## src/rtl/gf2mul_pkg.sv

```systemverilog
// rtl/gf2mul_pkg.sv - shared constants and types for the sequenced GF(2) multiplier
package gf2mul_pkg;

  localparam int DIGIT      = 8;
  localparam int NUM_DIGITS = 4;
  localparam int NUM_PAIRS  = NUM_DIGITS * NUM_DIGITS;

  typedef enum logic [1:0] {
    IDLE,
    MUL,
    ACC,
    DONE
  } state_t;

  typedef logic [$clog2(NUM_PAIRS)-1:0] pair_idx_t;
  typedef logic [DIGIT-1:0]             digit_t;

endpackage

```

## src/rtl/clmul_serial_digit.sv

```systemverilog
// rtl/clmul_serial_digit.sv - bit-serial DIGITxDIGIT carry-less digit multiplier
module clmul_serial_digit #(
  parameter int DIGIT = gf2mul_pkg::DIGIT
) (
  input  logic               clk,
  input  logic               rst,
  input  logic               start,
  input  logic [DIGIT-1:0]   a_d,
  input  logic [DIGIT-1:0]   b_d,
  output logic [2*DIGIT-2:0] pp,
  output logic               done
);

  localparam int BW = $clog2(DIGIT);

  logic [BW-1:0] bit_cnt;
  logic          running;

  // done marks the cycle in which the last bit of a_d is folded in
  assign done = running && (bit_cnt == BW'(DIGIT - 1));

  // start clears pp and arms DIGIT steps; each step XORs in b_d << k when a_d[k] is set
  always_ff @(posedge clk) begin
    if (rst) begin
      pp      <= '0;
      bit_cnt <= '0;
      running <= 1'b0;
    end else if (start) begin
      pp      <= '0;
      bit_cnt <= '0;
      running <= 1'b1;
    end else if (running) begin
      if (a_d[bit_cnt]) begin
        pp <= pp ^ ({{(DIGIT-1){1'b0}}, b_d} << bit_cnt);
      end
      if (done) begin
        running <= 1'b0;
        bit_cnt <= '0;
      end else begin
        bit_cnt <= bit_cnt + 1'b1;
      end
    end
  end

endmodule

```

## src/rtl/gf2_mul_scheduler.sv

```systemverilog
// rtl/gf2_mul_scheduler.sv - sequenced WIDTHxWIDTH carry-less multiplier; SKIP_ZERO_EN skips zero digit pairs
module gf2_mul_scheduler #(
  parameter int WIDTH = gf2mul_pkg::DIGIT * gf2mul_pkg::NUM_DIGITS,
  parameter int DIGIT = gf2mul_pkg::DIGIT
) (
  input  logic               clk,
  input  logic               rst,
  input  logic               in_valid,
  output logic               in_ready,
  input  logic [WIDTH-1:0]   a,
  input  logic [WIDTH-1:0]   b,
  output logic               out_valid,
  input  logic               out_ready,
  output logic [2*WIDTH-1:0] c,
  output logic               busy
);

  import gf2mul_pkg::*;

  localparam int ND = WIDTH / DIGIT;
  localparam int NP = ND * ND;
  localparam int PW = $clog2(NP);
  localparam int IW = $clog2(ND);

  state_t               state, state_next;
  logic [WIDTH-1:0]     a_q, b_q;
  logic [2*WIDTH-1:0]   acc, acc_next, pp_shifted;
  logic [PW-1:0]        pair;
  logic [IW-1:0]        i_idx, j_idx;
  logic [DIGIT-1:0]     a_d, b_d;
  logic [2*DIGIT-2:0]   pp;
  logic                 mul_start, mul_done, accept, last_pair;
  logic                 acc_step, pair_adv, finish, skip;

  assign in_ready  = (state == IDLE);
  assign busy      = (state != IDLE);
  assign accept    = in_ready && in_valid;
  assign last_pair = (pair == PW'(NP - 1));
  assign i_idx     = IW'(pair / PW'(ND));
  assign j_idx     = IW'(pair % PW'(ND));
  assign a_d       = a_q[i_idx*DIGIT +: DIGIT];
  assign b_d       = b_q[j_idx*DIGIT +: DIGIT];

`ifdef SKIP_ZERO_EN
  logic first_mul;

  // first_mul is high only in the first MUL cycle of each pair
  always_ff @(posedge clk) begin
    if (rst) first_mul <= 1'b0;
    else     first_mul <= mul_start;
  end

  assign skip = (state == MUL) && first_mul && ((a_d == '0) || (b_d == '0));
`else
  assign skip = 1'b0;
`endif

  clmul_serial_digit #(.DIGIT(DIGIT)) u_digit (
    .clk   (clk),
    .rst   (rst),
    .start (mul_start),
    .a_d   (a_d),
    .b_d   (b_d),
    .pp    (pp),
    .done  (mul_done)
  );

  // place the partial product at its digit offset; the upper bit of c can never be reached
  always_comb begin
    pp_shifted = {{(2*WIDTH-2*DIGIT+1){1'b0}}, pp} << (DIGIT * (int'(i_idx) + int'(j_idx)));
    acc_next   = acc ^ (acc_step ? pp_shifted : '0);
  end

  // state register
  always_ff @(posedge clk) begin
    if (rst) state <= IDLE;
    else     state <= state_next;
  end

  // next-state and per-cycle control strobes
  always_comb begin
    state_next = state;
    mul_start  = 1'b0;
    acc_step   = 1'b0;
    pair_adv   = 1'b0;
    finish     = 1'b0;
    case (state)
      IDLE: begin
        if (in_valid) begin
          state_next = MUL;
          mul_start  = 1'b1;
        end
      end
      MUL: begin
        if (skip) begin
          if (last_pair) begin
            state_next = DONE;
            finish     = 1'b1;
          end else begin
            pair_adv  = 1'b1;
            mul_start = 1'b1;
          end
        end else if (mul_done) begin
          state_next = ACC;
        end
      end
      ACC: begin
        acc_step = 1'b1;
        if (last_pair) begin
          state_next = DONE;
          finish     = 1'b1;
        end else begin
          state_next = MUL;
          pair_adv   = 1'b1;
          mul_start  = 1'b1;
        end
      end
      DONE: begin
        if (out_ready) state_next = IDLE;
      end
      default: state_next = IDLE;
    endcase
  end

  // operand latch, accumulator, pair counter and result register
  always_ff @(posedge clk) begin
    if (rst) begin
      a_q       <= '0;
      b_q       <= '0;
      acc       <= '0;
      pair      <= '0;
      c         <= '0;
      out_valid <= 1'b0;
    end else begin
      if (accept) begin
        a_q  <= a;
        b_q  <= b;
        acc  <= '0;
        pair <= '0;
      end
      if (acc_step) acc  <= acc_next;
      if (pair_adv) pair <= pair + 1'b1;
      if (finish) begin
        c         <= acc_next;
        out_valid <= 1'b1;
      end else if (state == DONE && out_ready) begin
        out_valid <= 1'b0;
      end
    end
  end

endmodule
```

## config.mk

```make
export PLATFORM = sky130hd
export DESIGN_NAME = gf2_mul_scheduler
export DESIGN_NICKNAME = d
export VERILOG_FILES = /design/src/rtl/gf2mul_pkg.sv /design/src/rtl/clmul_serial_digit.sv /design/src/rtl/gf2_mul_scheduler.sv
export SDC_FILE = /design/constraint.sdc
export NUM_CORES = 1
export LEC_CHECK = 0
export BUFFER_PORTS_ARGS = -buffer_cell sky130_fd_sc_hd__buf_4
export CORE_AREA = 2 2 137 139
export CTS_BUF_LIST = sky130_fd_sc_hd__clkbuf_4
export DETAILED_ROUTE_END_ITERATION = 7
export DIE_AREA = 0 0 139 141
export HOLD_SLACK_MARGIN = 0.05
export PLACE_DENSITY = 0.84
export SLEW_MARGIN = 25
export SYNTH_ARGS = -nofsm -noshare
export SYNTH_HDL_FRONTEND = slang
export SYNTH_SLANG_ARGS = --single-unit
```

## constraint.sdc

```tcl
create_clock -name clk -period 3.3 [get_ports clk]
set_input_delay 0.495 -clock clk [delete_from_list [all_inputs] [get_ports clk]]
set_output_delay 0.495 -clock clk [all_outputs]
set_load 0.02 [all_outputs]
```

==> results.tsv, run 1 <==
metric	value	unit
outcome	finished clean	
wl	25.6	mm
powerDensity	447	nW/um^2
cp-end-kind	register	
clock_sinks	218	
ant_nets	0	
via_count	9387	
clkTransAtPathRegs	0.07	ns
cts-resized-gates	0	
drtIter0Drc	658	
grt_pass1_vias	9064	
nFillCells	1512	
hp-class	in -> reg	
die-height	141	um
io_pins	135	
ir_drop	311	uV
ys.flop_type	dfxtp_1	
firstDrtPassIters	8	
min_period	2.99	ns
final_cells	1666	
numCtsBuffers	55	
antenna_found_initial	1	
leakage	4.34	nW
netlist_instances	1242	
layout_common_cells	dfxtp_1, nand2_1, a21oi_1	
clockPowerShare	0.417	
dp_slack	0.380	ns
start_util	0.544	
arrival	3.51	ns
setup_tns	0	ns
place.gp.congestion	0.875	
syn2layout_area_growth	21.0	%
p_switching	1.34	mW
grt_overflow	0	
yosysWarningCount	0	
p_sw_frac	0.248	
finalWorstSetupSlack	0.306	ns
root_buffer	clkbuf_4	
syn-cell-area	9940	um^2
place_inst	1538	
drv_cap	0	
ys_seq_elements	218	
worst_pin_slew	0.871	ns
final_common_cell	dfxtp_1	
core_area	18300	um^2
fin_skew	0.0363	ns
p_comb_frac	0.078	
final_nets	1468	
crit_path_max_fanout	18	
seq_area_frac_synth	0.439	
die_area	19600	um^2
cts_tree	yes	
grt_pass1_wl	41.7	mm
drv_slew	0	
drcViolationCount	0	
grt_max_degree	108	
fin_crit_sh	0.907	
synthDistinctLibCells	46	
vias_per_cell	5.63	
max_freq	0.334	GHz
grt_usage	0.254	
wl_per_cell	15.4	um
clock_latency	0.67	ns
async_flop_share	0	
crit_type	reg -> reg	
cp_data_required_time	3.82	ns
syn_area_per_cell	8.00	um^2
rsz0062_at_grt	no	
syn_nets	1315	
start_kind	register	
place_hpwl	16.1	mm
p_seq_frac	0.505	
h-tree-depth	2	
p_int	4.04	mW
num_rows	50	
layout-drive-gt1-share	0.190	
die_width	139	um
finalHoldViolCount	0	
synth_edf_count	0	
final-setup-viol-count	0	
cts_max_path_buffers	3	
max_slew_margin	0.419	
port_buffers	134	
## area by class of cell
class	instances	area (um^2)	share of cell area
multi-input combinational	923	5140	0.427
sequential	218	4360	0.363
timing repair buffer	189	1520	0.126
clock buffer	74	556	0.0462
tap	234	293	0.0243
clock inverter	19	125	0.0104
inverter	8	30.0	0.00250
antenna	1	2.50	0.000208
## repair_timing
item | 4_1_cts | 5_1_grt
hold endpoints to repair | 34 | 0
setup buffers | 0 | 0
hold buffers | 34 | 0
## worst max-delay path, cell delays in order (launching register included)
cell and delay (ns):
dfxtp_1 0.53, inv_1 0.16, fa_1 0.48, or3b_1 0.36, buf_4 0.20, or2_1 0.47
nor2_1 0.29, o21ai_0 0.11, a21oi_1 0.18, nor2_1 0.05
## per-stage QoR
step / hold slack, ns / power [mW] / cell area (um^2) / util
6_report: 0.0957 / 5.38 / 12000 / 0.658
3_5_place_dp: 0.445 / 3.15 / 11000 / 0.602
5_1_grt: 0.0527 / 5.60 / 12000 / 0.658
3_3_place_gp: 0.439 / 3.14 / 11000 / 0.602
2_1_floorplan: 0.433 / 3.02 / 9940 / -
4_1_cts: 0.0500 / 5.42 / 12000 / 0.658
## layer usage
layer	wire length (um)	track usage	up-vias
li1	-	-	4619
met1	10500	0.304	4357
met2	12700	0.442	327
met3	1510	0.0493	84
met4	896	0.116	0
met5	0	0	-
## final timing paths
kind,end,slack [ns],cells past startpoint,from
worst min-delay path,b_q[13]$_SDFFE_PP0P_,0.1,3,b[13]
worst max register to register,acc[57]$_SDFFE_PP0P_,0.31,9,pair[3]$_SDFFE_PP0P_
worst min register to register,a_q[19]$_SDFFE_PP0P_,0.45,2,a_q[19]$_SDFFE_PP0P_
worst max-delay path,acc[57]$_SDFFE_PP0P_,0.31,9,pair[3]$_SDFFE_PP0P_
## power groups by stage
stage	clock [mW]	combinational, mW	sequential [mW]
3_3_place_gp	0	0.371	2.77
6_report	2.24	0.420	2.72
2_1_floorplan	0	0.260	2.76
5_1_grt	2.42	0.462	2.72
4_1_cts	2.29	0.412	2.72
3_5_place_dp	0	0.378	2.78
## state kept, by name (all words and copies together) (netlist names)
| signal | flops |
|---|---|
| acc | 64 |
| c | 64 |
| a_q | 32 |
| b_q | 32 |
| u_digit.pp | 15 |
| pair | 4 |
| u_digit.bit_cnt | 3 |
| state | 2 |
| out_valid | 1 |
| u_digit.running | 1 |
## cell usage after synthesis, drive strengths merged (2+ instances only)
cell type,n,area share
a211oi,15,0.013
a21oi,181,0.091
a221oi,2,0.0018
a22oi,19,0.015
a31oi,11,0.0069
and2,7,0.0047
buf,20,0.014
clkbuf,73,0.028
dfxtp,218,0.44
ha,4,0.0050
inv,8,0.0030
mux2,10,0.012
mux2i,33,0.033
mux4,9,0.020
nand2,196,0.074
nand2b,8,0.0050
nand3,28,0.014
nand3b,2,0.0015
nand4,2,0.0013
nor2,119,0.046
nor2b,11,0.0069
nor3,68,0.035
o21a,18,0.014
o21ai,110,0.056
or2,14,0.0088
or3,2,0.0013
xnor2,47,0.041
## logic make-up after synthesis
group,after synthesis,synth area share
xor gates and xnor gates,47,0.0414
adders and majority gates,5,0.00705
AOI/OAI and AO/OA,358,0.199
and+or+nand+nor,461,0.202
DFF,218,0.439
muxes,52,0.0657
buffers and inverters,101,0.0448
Power figures use the tool's default switching activity.
==> run 2: changes to the inputs <==
CORE_AREA = 2 2 112 169   (was 2 2 137 139)
DIE_AREA = 0 0 114 171   (was 0 0 139 141)
==> results.tsv, run 2 (synthesized netlist as in run 1, its figures left out) <==
metric	value	unit	change
outcome	finished clean		
grt_overflow	0		unchanged
io_pins	135		unchanged
ir_drop	323	uV	+3.8%
clock_latency	0.63	ns	-0.04 ns
cts_hold_buffers	0		-100%
die_width	114	um	-18%
place_inst	1524		-0.91%
max_freq	0.365	GHz	+9.3%
place.gp.congestion	0.926		+5.9%
drtIter0Drc	534		-19%
clockPowerShare	0.402		-0.015
crit_type	reg -> reg		
cp_slowest_cell	dfxtp_1		
finalWorstSetupSlack	0.561	ns	+0.255 ns
start_util	0.547		+0.00307
layout_common_cells	dfxtp_1, nand2_1, a21oi_1		
syn2layout_area_growth	16.8	%	
p_int	3.89	mW	-3.9%
p_comb_frac	0.073		-0.005
drv_slew	0		unchanged
multi_input_area	5140	um^2	unchanged
p_seq_frac	0.525		+0.020
port_buffers	134		unchanged
wl	25.0	mm	-2.7%
arrival	3.22	ns	-0.29 ns
fin_area	11600	um^2	-3.5%
power.total	5.18	mW	-3.7%
path_cells	inv_1, fa_1, or3b_1, or2_1, nor2_1, o21ai_0, a21oi_1, nor2_1		
num_rows	61		+22%
final-setup-viol-count	0		unchanged
cts_tree	yes		
numCtsBuffers	51		-7.3%
drv_cap	0		unchanged
layout-drive-gt1-share	0.197		+0.00690
powerDensity	446	nW/um^2	-0.26%
die-height	171	um	+21%
min_period	2.74	ns	-0.255 ns
cts_max_path_buffers	3		unchanged
critPathBufInv	1		-1
p_switching	1.29	mW	-3.3%
cts_setup_buffers	0		unchanged
final_cells	1612		-3.2%
wl_per_cell	15.5	um	+0.60%
drcViolationCount	0		unchanged
critical-path-top-delay-family	simple AND/OR/NAND/NOR gates		
worst_pin_slew	0.910	ns	+0.0394 ns
grt_pass1_wl	40.7	mm	-2.4%
path_common_cell	nor2_1		
cp-end-kind	register		
grt_pass1_vias	8817		-2.7%
finalHoldViolCount	0		unchanged
clkTransAtPathRegs	0.08	ns	about the same
start_kind	register		
cp_data_required_time	3.78	ns	-0.04 ns
die_area	19500	um^2	-0.54%
nFillCells	1594		+5.4%
final_nets	1430		-2.6%
place_hpwl	17.1	mm	+5.6%
crit_path_max_fanout	18		unchanged
grt_usage	0.254		+0.000798
core_area	18200	um^2	-0.56%
seqCellArea	4360	um^2	unchanged
p_sw_frac	0.249		+0.00111
max_slew_margin	0.376		-0.0436
fin_skew	0.0266	ns	-0.00971 ns
cts-resized-gates	0		unchanged
final_common_cell	dfxtp_1		
dpl_cell_area	11000	um^2	-0.16%
leakage	4.18	nW	-3.8%
vias_per_cell	5.72		+1.4%
root_buffer	clkbuf_4		
grt_max_degree	92		-15%
setup_tns	0	ns	unchanged
cpPeakStageDelay	0.51	ns	-0.02 ns
rsz0062_at_grt	no		
antenna_found_initial	1		unchanged
firstDrtPassIters	7		-1
reg.largest.list	acc x64, c x64		
h-tree-depth	2		unchanged
dp_slack	0.599	ns	+0.218 ns
fin_crit_sh	0.830		-0.0773
ant_nets	0		unchanged
via_count	9214		-1.8%
clock_sinks	218		unchanged
hp-class	in -> reg		
-- run 2: metal layers --
metal  up-vias  share of wire  track usage
met3        66          0.040       0.0383
met4         0          0.036        0.119
met2       267           0.54        0.479
li1       4542              -            -
met5         -              0            0
met1      4339           0.38        0.275
-- run 2: power by group through the flow --
| stage | Combinational, mW | Sequential, mW | Clock [mW] |
|---|---|---|---|
| after floorplan | 0.260 | 2.76 | 0 |
| after global placement | 0.372 | 2.77 | 0 |
| after detailed placement | 0.378 | 2.78 | 0 |
| after CTS | 0.381 | 2.72 | 2.12 |
| after global routing | 0.421 | 2.72 | 2.24 |
| final | 0.380 | 2.72 | 2.08 |
-- run 2: worst min-delay path, delay by kind of cell --
family,cells,cell delay (ns)
buf+inv,1,0.11
simple gates,1,0.05
compound gates,1,0.05
-- run 2: final cells by class --
cell class	instances	area share
clock buffers	77	0.0498
inverters	8	0.00259
multi-input cells	923	0.443
clock inverters	10	0.00345
repair buffers	155	0.101
well taps	220	0.0237
flip-flops and latches	218	0.376
diodes	1	0.000216
-- run 2: path summary, 6_finish.rpt --
kind | startpoint | endpoint | slack (ns) | cells past startpoint
max | pair[3]$_SDFFE_PP0P_ | acc[61]$_SDFFE_PP0P_ | 0.56 | 8
min | a[9] | a_q[9]$_SDFFE_PP0P_ | 0.11 | 3
max reg2reg | pair[3]$_SDFFE_PP0P_ | acc[61]$_SDFFE_PP0P_ | 0.56 | 8
min reg2reg | b_q[24]$_SDFFE_PP0P_ | b_q[24]$_SDFFE_PP0P_ | 0.45 | 2
-- run 2: per-stage QoR --
stage | utilization | hold slack, ns
floorplan | - | 0.433
global placement | 0.605 | 0.439
detailed placement | 0.605 | 0.445
CTS | 0.639 | 0.0837
global route | 0.639 | 0.0823
finish | 0.639 | 0.110
